[config.mk]
export PLATFORM = sky130hd
export DESIGN_NAME = mem_arbiter_flat
export DESIGN_NICKNAME = d
export VERILOG_FILES = /design/src/rtl/mem_arbiter_pkg.sv /design/src/rtl/mem_arbiter_if.sv /design/src/rtl/mem_arbiter_rr_pick2.sv /design/src/rtl/mem_arbiter.sv /design/src/flat_wrapper.sv
export SDC_FILE = /design/constraint.sdc
export NUM_CORES = 1
export LEC_CHECK = 0
export ABC_AREA = 1
export BUFFER_PORTS_ARGS = -buffer_cell sky130_fd_sc_hd__buf_2
export CAP_MARGIN = 25
export CORE_ASPECT_RATIO = 1.2
export CORE_MARGIN = 4
export CORE_UTILIZATION = 53
export CTS_BUF_LIST = sky130_fd_sc_hd__clkbuf_4
export CTS_CLUSTER_SIZE = 8
export DETAILED_ROUTE_END_ITERATION = 8
export GPL_TIMING_DRIVEN = 0
export MAX_ROUTING_LAYER = met4
export PLACE_DENSITY = 0.89
export SLEW_MARGIN = 20
export SYNTH_ARGS = -nofsm -noshare
export SYNTH_HDL_FRONTEND = slang
export SYNTH_SLANG_ARGS = --single-unit
[constraint.sdc]
create_clock -name clk -period 4.3 [get_ports clk]
set_clock_uncertainty 0.15 [all_clocks]
set_input_delay 0.645 -clock clk [delete_from_list [all_inputs] [get_ports clk]]
set_output_delay 0.645 -clock clk [all_outputs]
set_load 0.1 [all_outputs]
[src/rtl/mem_arbiter_pkg.sv]
// Shared definitions for the RAM arbiter: FSM encoding, requester IDs and default widths.
package mem_pkg;

    localparam int DEF_ADDR_W = 9;
    localparam int DEF_DATA_W = 32;

    typedef enum logic [1:0] {
        IDLE   = 2'd0,
        ACCESS = 2'd1,
        DONE   = 2'd2
    } state_e;

    localparam logic [1:0] ST_IDLE   = IDLE;
    localparam logic [1:0] ST_ACCESS = ACCESS;
    localparam logic [1:0] ST_DONE   = DONE;

    localparam logic REQ_CPU = 1'b0;
    localparam logic REQ_LDR = 1'b1;

endpackage

[src/rtl/mem_arbiter_if.sv]
// Bundle of the CPU port, loader port and RAM-side signals around mem_arbiter.
interface mem_arbiter_if #(
    parameter int ADDR_W = mem_pkg::DEF_ADDR_W,
    parameter int DATA_W = mem_pkg::DEF_DATA_W
);
    logic              cpu_req;
    logic              cpu_we;
    logic [ADDR_W-1:0] cpu_addr;
    logic [DATA_W-1:0] cpu_wdata;
    logic              cpu_ack;
    logic [DATA_W-1:0] cpu_rdata;
    logic              cpu_stall;

    logic              ldr_req;
    logic              ldr_we;
    logic [ADDR_W-1:0] ldr_addr;
    logic [DATA_W-1:0] ldr_wdata;
    logic              ldr_ack;
    logic [DATA_W-1:0] ldr_rdata;
    logic              ldr_stall;

    logic [ADDR_W-1:0] ram_addr;
    logic [DATA_W-1:0] ram_wdata;
    logic              ram_we;
    logic [DATA_W-1:0] ram_rdata;

    // Arbiter side
    modport slave (
        input  cpu_req, cpu_we, cpu_addr, cpu_wdata,
        output cpu_ack, cpu_rdata, cpu_stall,
        input  ldr_req, ldr_we, ldr_addr, ldr_wdata,
        output ldr_ack, ldr_rdata, ldr_stall,
        output ram_addr, ram_wdata, ram_we,
        input  ram_rdata
    );

    // Requester and RAM side
    modport master (
        output cpu_req, cpu_we, cpu_addr, cpu_wdata,
        input  cpu_ack, cpu_rdata, cpu_stall,
        output ldr_req, ldr_we, ldr_addr, ldr_wdata,
        input  ldr_ack, ldr_rdata, ldr_stall,
        input  ram_addr, ram_wdata, ram_we,
        output ram_rdata
    );

endinterface

[src/rtl/mem_arbiter_rr_pick2.sv]
// Combinational two-way round-robin pick: on a tie the requester that did not win last time wins.
module rr_pick2
    import mem_pkg::*;
(
    input  logic [1:0] req_i,
    input  logic       last_i,
    output logic       win_o,
    output logic       vld_o
);

    always_comb begin
        vld_o = |req_i;
        if (&req_i) begin
            win_o = ~last_i;
        end else begin
            win_o = req_i[1] ? REQ_LDR : REQ_CPU;
        end
    end

endmodule

[src/rtl/mem_arbiter.sv]
// Round-robin sequencer sharing one single-port synchronous RAM between the CPU and the loader port.
module mem_arbiter
    import mem_pkg::*;
#(
    parameter int ADDR_W = DEF_ADDR_W,
    parameter int DATA_W = DEF_DATA_W,
    parameter int RD_LAT = 1
) (
    input  logic           clk,
    input  logic           rst,
    mem_arbiter_if.slave   bus,
    output logic           busy,
    output logic           last_grant
);

    localparam int CNT_W = (RD_LAT < 1) ? 1 : $clog2(RD_LAT + 1);

    logic [1:0]        state_q, state_d;
    logic [CNT_W-1:0]  cnt_q, cnt_d;
    logic              last_q, last_d;
    logic [ADDR_W-1:0] ram_addr_q, ram_addr_d;
    logic [DATA_W-1:0] ram_wdata_q, ram_wdata_d;
    logic              ram_we_q, ram_we_d;
    logic              cpu_ack_q, cpu_ack_d;
    logic              ldr_ack_q, ldr_ack_d;
    logic [DATA_W-1:0] cpu_rdata_q, cpu_rdata_d;
    logic [DATA_W-1:0] ldr_rdata_q, ldr_rdata_d;

    logic pick_win;
    logic pick_vld;

    rr_pick2 u_pick (
        .req_i  ({bus.ldr_req, bus.cpu_req}),
        .last_i (last_q),
        .win_o  (pick_win),
        .vld_o  (pick_vld)
    );

    // last_q doubles as the owner of the transaction in flight
    always_comb begin
        state_d     = state_q;
        cnt_d       = cnt_q;
        last_d      = last_q;
        ram_addr_d  = ram_addr_q;
        ram_wdata_d = ram_wdata_q;
        ram_we_d    = 1'b0;
        cpu_ack_d   = 1'b0;
        ldr_ack_d   = 1'b0;
        cpu_rdata_d = cpu_rdata_q;
        ldr_rdata_d = ldr_rdata_q;
        case (state_q)
            ST_IDLE: begin
                if (pick_vld) begin
                    last_d      = pick_win;
                    ram_addr_d  = (pick_win == REQ_LDR) ? bus.ldr_addr  : bus.cpu_addr;
                    ram_wdata_d = (pick_win == REQ_LDR) ? bus.ldr_wdata : bus.cpu_wdata;
                    ram_we_d    = (pick_win == REQ_LDR) ? bus.ldr_we    : bus.cpu_we;
                    cnt_d       = '0;
                    state_d     = ST_ACCESS;
                end
            end
            ST_ACCESS: begin
                if (ram_we_q || (cnt_q == CNT_W'(RD_LAT))) begin
                    if (!ram_we_q) begin
                        if (last_q == REQ_LDR) ldr_rdata_d = bus.ram_rdata;
                        else                   cpu_rdata_d = bus.ram_rdata;
                    end
                    cpu_ack_d = (last_q == REQ_CPU);
                    ldr_ack_d = (last_q == REQ_LDR);
                    state_d   = ST_DONE;
                end else begin
                    cnt_d = cnt_q + 1'b1;
                end
            end
            ST_DONE: begin
                state_d = ST_IDLE;
            end
            default: begin
                state_d = ST_IDLE;
            end
        endcase
    end

    always_ff @(posedge clk or negedge rst) begin
        if (!rst) begin
            state_q     <= ST_IDLE;
            cnt_q       <= '0;
            last_q      <= REQ_LDR;
            ram_addr_q  <= '0;
            ram_wdata_q <= '0;
            ram_we_q    <= 1'b0;
            cpu_ack_q   <= 1'b0;
            ldr_ack_q   <= 1'b0;
            cpu_rdata_q <= '0;
            ldr_rdata_q <= '0;
        end else begin
            state_q     <= state_d;
            cnt_q       <= cnt_d;
            last_q      <= last_d;
            ram_addr_q  <= ram_addr_d;
            ram_wdata_q <= ram_wdata_d;
            ram_we_q    <= ram_we_d;
            cpu_ack_q   <= cpu_ack_d;
            ldr_ack_q   <= ldr_ack_d;
            cpu_rdata_q <= cpu_rdata_d;
            ldr_rdata_q <= ldr_rdata_d;
        end
    end

    assign bus.ram_addr  = ram_addr_q;
    assign bus.ram_wdata = ram_wdata_q;
    assign bus.ram_we    = ram_we_q;
    assign bus.cpu_ack   = cpu_ack_q;
    assign bus.ldr_ack   = ldr_ack_q;
    assign bus.cpu_rdata = cpu_rdata_q;
    assign bus.ldr_rdata = ldr_rdata_q;
    assign bus.cpu_stall = bus.cpu_req & ~cpu_ack_q;
    assign bus.ldr_stall = bus.ldr_req & ~ldr_ack_q;
    assign busy          = (state_q != ST_IDLE);
    assign last_grant    = last_q;

endmodule

[src/flat_wrapper.sv]
// flat-port wrapper written by rule: the top's interface ports become plain ports
module mem_arbiter_flat import mem_pkg::*;
#(
    parameter int ADDR_W = DEF_ADDR_W,
    parameter int DATA_W = DEF_DATA_W,
    parameter int RD_LAT = 1
)
  (clk, rst, busy, last_grant, bus_cpu_req, bus_cpu_we, bus_cpu_addr, bus_cpu_wdata, bus_cpu_ack, bus_cpu_rdata, bus_cpu_stall, bus_ldr_req, bus_ldr_we, bus_ldr_addr, bus_ldr_wdata, bus_ldr_ack, bus_ldr_rdata, bus_ldr_stall, bus_ram_addr, bus_ram_wdata, bus_ram_we, bus_ram_rdata);
  mem_arbiter_if #(.ADDR_W(ADDR_W), .DATA_W(DATA_W)) bus_i ();
  input  logic clk;
  input  logic rst;
  output logic busy;
  output logic last_grant;
  input wire logic [$bits(bus_i.cpu_req)-1:0] bus_cpu_req;
  input wire logic [$bits(bus_i.cpu_we)-1:0] bus_cpu_we;
  input wire logic [$bits(bus_i.cpu_addr)-1:0] bus_cpu_addr;
  input wire logic [$bits(bus_i.cpu_wdata)-1:0] bus_cpu_wdata;
  output wire logic [$bits(bus_i.cpu_ack)-1:0] bus_cpu_ack;
  output wire logic [$bits(bus_i.cpu_rdata)-1:0] bus_cpu_rdata;
  output wire logic [$bits(bus_i.cpu_stall)-1:0] bus_cpu_stall;
  input wire logic [$bits(bus_i.ldr_req)-1:0] bus_ldr_req;
  input wire logic [$bits(bus_i.ldr_we)-1:0] bus_ldr_we;
  input wire logic [$bits(bus_i.ldr_addr)-1:0] bus_ldr_addr;
  input wire logic [$bits(bus_i.ldr_wdata)-1:0] bus_ldr_wdata;
  output wire logic [$bits(bus_i.ldr_ack)-1:0] bus_ldr_ack;
  output wire logic [$bits(bus_i.ldr_rdata)-1:0] bus_ldr_rdata;
  output wire logic [$bits(bus_i.ldr_stall)-1:0] bus_ldr_stall;
  output wire logic [$bits(bus_i.ram_addr)-1:0] bus_ram_addr;
  output wire logic [$bits(bus_i.ram_wdata)-1:0] bus_ram_wdata;
  output wire logic [$bits(bus_i.ram_we)-1:0] bus_ram_we;
  input wire logic [$bits(bus_i.ram_rdata)-1:0] bus_ram_rdata;
  assign bus_i.cpu_req = bus_cpu_req;
  assign bus_i.cpu_we = bus_cpu_we;
  assign bus_i.cpu_addr = bus_cpu_addr;
  assign bus_i.cpu_wdata = bus_cpu_wdata;
  assign bus_cpu_ack = bus_i.cpu_ack;
  assign bus_cpu_rdata = bus_i.cpu_rdata;
  assign bus_cpu_stall = bus_i.cpu_stall;
  assign bus_i.ldr_req = bus_ldr_req;
  assign bus_i.ldr_we = bus_ldr_we;
  assign bus_i.ldr_addr = bus_ldr_addr;
  assign bus_i.ldr_wdata = bus_ldr_wdata;
  assign bus_ldr_ack = bus_i.ldr_ack;
  assign bus_ldr_rdata = bus_i.ldr_rdata;
  assign bus_ldr_stall = bus_i.ldr_stall;
  assign bus_ram_addr = bus_i.ram_addr;
  assign bus_ram_wdata = bus_i.ram_wdata;
  assign bus_ram_we = bus_i.ram_we;
  assign bus_i.ram_rdata = bus_ram_rdata;
  mem_arbiter #(.ADDR_W(ADDR_W), .DATA_W(DATA_W), .RD_LAT(RD_LAT)) u_core (.clk(clk), .rst(rst), .bus(bus_i), .busy(busy), .last_grant(last_grant));
endmodule
==> run_results.csv <==
group,metric,value,unit
floorplan,fp.dieH,116,µm
run_status,status,"finished clean",
routing,vias,5189,
floorplan,rows,39,
worst_setup_path,cp-start-kind,"primary input",
timing,max_freq,0.403,GHz
clock_tree,h-tree-depth,3,
routing,wl_met1,5.94,mm
clock_tree,postCtsSetupBuffers,0,
global_routing,antenna_found_initial,0,
timing,setup_violations,0,
finish,n_antenna_cell,0,
routing,wl_per_cell,14.2,µm
worst_setup_path,crit_required,3500,ps
global_routing,grt_pass1_wl,23.7,mm
clock_tree,cts_tree,"built",
routing,vias_per_cell,5.00,
global_routing,track_usage,0.269,
clock_tree,cts_root_buf,"clkbuf_4",
floorplan,coreArea,9520,µm²
finish,syn_to_final_growth,28.5,%
timing,period_minus_slack,2480,ps
finish,fin_util,0.697,
floorplan,fp.dieArea,11400,µm²
synth,syn_area,5160,µm²
finish,fillCellCount,804,
synth,syn-num-nets,787,
global_routing,grt_overflow,0,
clock_tree,cts_buffers,9,
floorplan,num_io_pins,232,
routing,wl,14.7,mm
floorplan,start_util,0.542,
placed_design,dp_hpwl,11.6,mm
clock_tree,clock-sinks,112,
clock_tree,clk_pin_slew,160,ps
global_routing,grt_start_max_net_pins,77,
finish,final_nets,1030,
synth,synth_warnings,0,
timing,hold_viol_final,0,
routing,top_layer,"met4",
synth,synth.largest_area_cell,"dfrtp_1",
routing,ant_nets,0,
timing,slew_viol_final,0,
worst_setup_path,path_max_fanout,10,
routing,wl_met3,1.26,mm
worst_setup_path,crit_path_end_kind,"primary output",
synth,synth-seq-area-share,0.543,
timing,worst_slew_pin_slew,535,ps
timing,fin_crit_sh,0.577,
synth,synthDominantCellAreaShare,0.538,
routing,wl_met2,7.23,mm
synth,synth_seq_cells,112,
synth,syn_inst,667,
clock_tree,cts_buffer_depth,2,
timing,rsz0062_at_grt,"no",
routing,drt_pass1_iterations,4,
worst_setup_path,crit_arrival,1680,ps
placed_design,place.port_buffers,230,
synth,synth_area_leaders,"dfrtp_1 54%, nand2_1 19%, nand3_1 14%",
routing,drc_errors,0,
run,maxCapViolCount,0,
timing,max-slew-margin-rel,0.646,
finish,layout-drive-gt1-share,0.316,
synth,synthDistinctLibCells,17,
floorplan,die_w,98.1,µm
timing,timing.setup.tns,0,ps
hold_path,min_path_type,"in2reg",
worst_setup_path,critical_path_class,"in2out",
clock_tree,clk_latency,460,ps
synth,avgSynthCellArea,7.74,µm²
routing,drtIter0Drc,241,
placed_design,routabilityCongestion,0.874,
global_routing,first_global_vias,5011,
==> logic make-up after synthesis <==
kind of cell	count (synthesis)	share of synthesized area
flip-flops	112	0.543
buffers and inverters	130	0.102
AND/OR/NAND/NOR	420	0.349
AO/OA/AOI/OAI	5	0.00558
==> synthesized netlist by cell type <==
cell / number
nand2_1: 258
nand3_1: 147
dfrtp_1: 111
inv_1: 88
buf_2: 28
clkbuf_1: 8
nor2_1: 7
nor2_4: 4
inv_2: 3
o21ai_1: 3
buf_1: 2
nand2_2: 2
nor2_2: 2
a21oi_1: 1
buf_4: 1
dfstp_2: 1
o21ai_2: 1
==> state kept, by name (all words and copies together) (netlist names) <==
register and cells:
u_core.bus.ram_wdata 32, u_core.state_q 2, u_core.bus.cpu_ack 1, u_core.last_grant 1, u_core.bus.ldr_rdata 32, u_core.bus.ldr_ack 1
u_core.bus.cpu_rdata 32, u_core.bus.ram_addr 9, u_core.cnt_q 1, u_core.bus.ram_we 1
==> cells in the final DEF, fill, tap and decap left out <==
| cell type | Yosys | routed |
|---|---|---|
| nand2_1 | 258 | 258 |
| nor2_1 | 7 | 7 |
| clkbuf_4 | 0 | 14 |
| buf_6 | 0 | 1 |
| clkinvlp_4 | 0 | 1 |
| dfstp_2 | 1 | 1 |
| dlygate4sd3_1 | 0 | 1 |
| buf_1 | 2 | 2 |
| dfrtp_1 | 111 | 111 |
| nor2_2 | 2 | 2 |
| inv_1 | 88 | 88 |
| nand2_2 | 2 | 2 |
| o21ai_2 | 1 | 1 |
| clkbuf_1 | 8 | 8 |
| nand3_1 | 147 | 147 |
| inv_2 | 3 | 3 |
| buf_16 | 0 | 1 |
| clkinv_4 | 0 | 1 |
| a21oi_1 | 1 | 1 |
| o21ai_1 | 3 | 3 |
| nor2_4 | 4 | 4 |
| buf_2 | 28 | 257 |
| buf_4 | 1 | 1 |
==> worst paths after layout <==
check | from | end | slack [ps] | depth (start not counted)
worst min-delay path | bus_ram_rdata[19] | u_core.bus.cpu_rdata[19] | 270 | 3
min in group asynchronous | rst | u_core.bus.ldr_rdata[0] | 480 | 2
worst max-delay path | bus_ldr_req | bus_ldr_stall | 1820 | 5
worst min register to register | u_core.bus.cpu_rdata[17] | u_core.bus.cpu_rdata[17] | 330 | 2
worst max register to register | u_core.last_grant | u_core.bus.ram_addr[1] | 2610 | 6
max in group asynchronous | rst | u_core.last_grant | 2810 | 3
==> metrics by stage <==
stage / instance area [µm²] / cells / hold WS [ps] / setup WS, ps
6_report: 6630 / 1038 / 266 / 1820
5_1_grt: 6630 / 1038 / 241 / 1750
4_1_cts: 6630 / 1038 / 237 / 1810
3_5_place_dp: 6500 / 1021 / 304 / 1810
3_3_place_gp: 6460 / 1020 / 298 / 1190
2_1_floorplan: 5160 / 667 / 199 / 1180
==> final cells by class <==
class | instances | area (µm²) | area share
repair buffers | 232 | 1190 | 0.180
flip-flops and latches | 112 | 2800 | 0.423
well taps | 123 | 154 | 0.0232
clock buffers | 14 | 105 | 0.0159
inverters | 91 | 342 | 0.0515
plain buffers | 39 | 185 | 0.0279
multi-input cells | 425 | 1830 | 0.276
clock inverters | 2 | 16.3 | 0.00245
==> worst max-delay path, stage by stage <==
cell and delay (ps):
buf_2 210, buf_2 270, inv_1 60, nor2_1 70, buf_2 420
==> what timing repair did <==
item	4_1_cts	5_1_grt
gates resized for setup	0	0
hold buffers	1	0
hold endpoints to repair	36	0
==> layer usage <==
metal,track usage,vias up
met1,0.336,2359
met4,0.0979,0
met3,0.0482,27
li1,-,2533
met2,0.442,270
met5,-,-
Power is not shown: default switching activity piles up to over one toggle a cycle in this logic, so the estimate is an artifact.
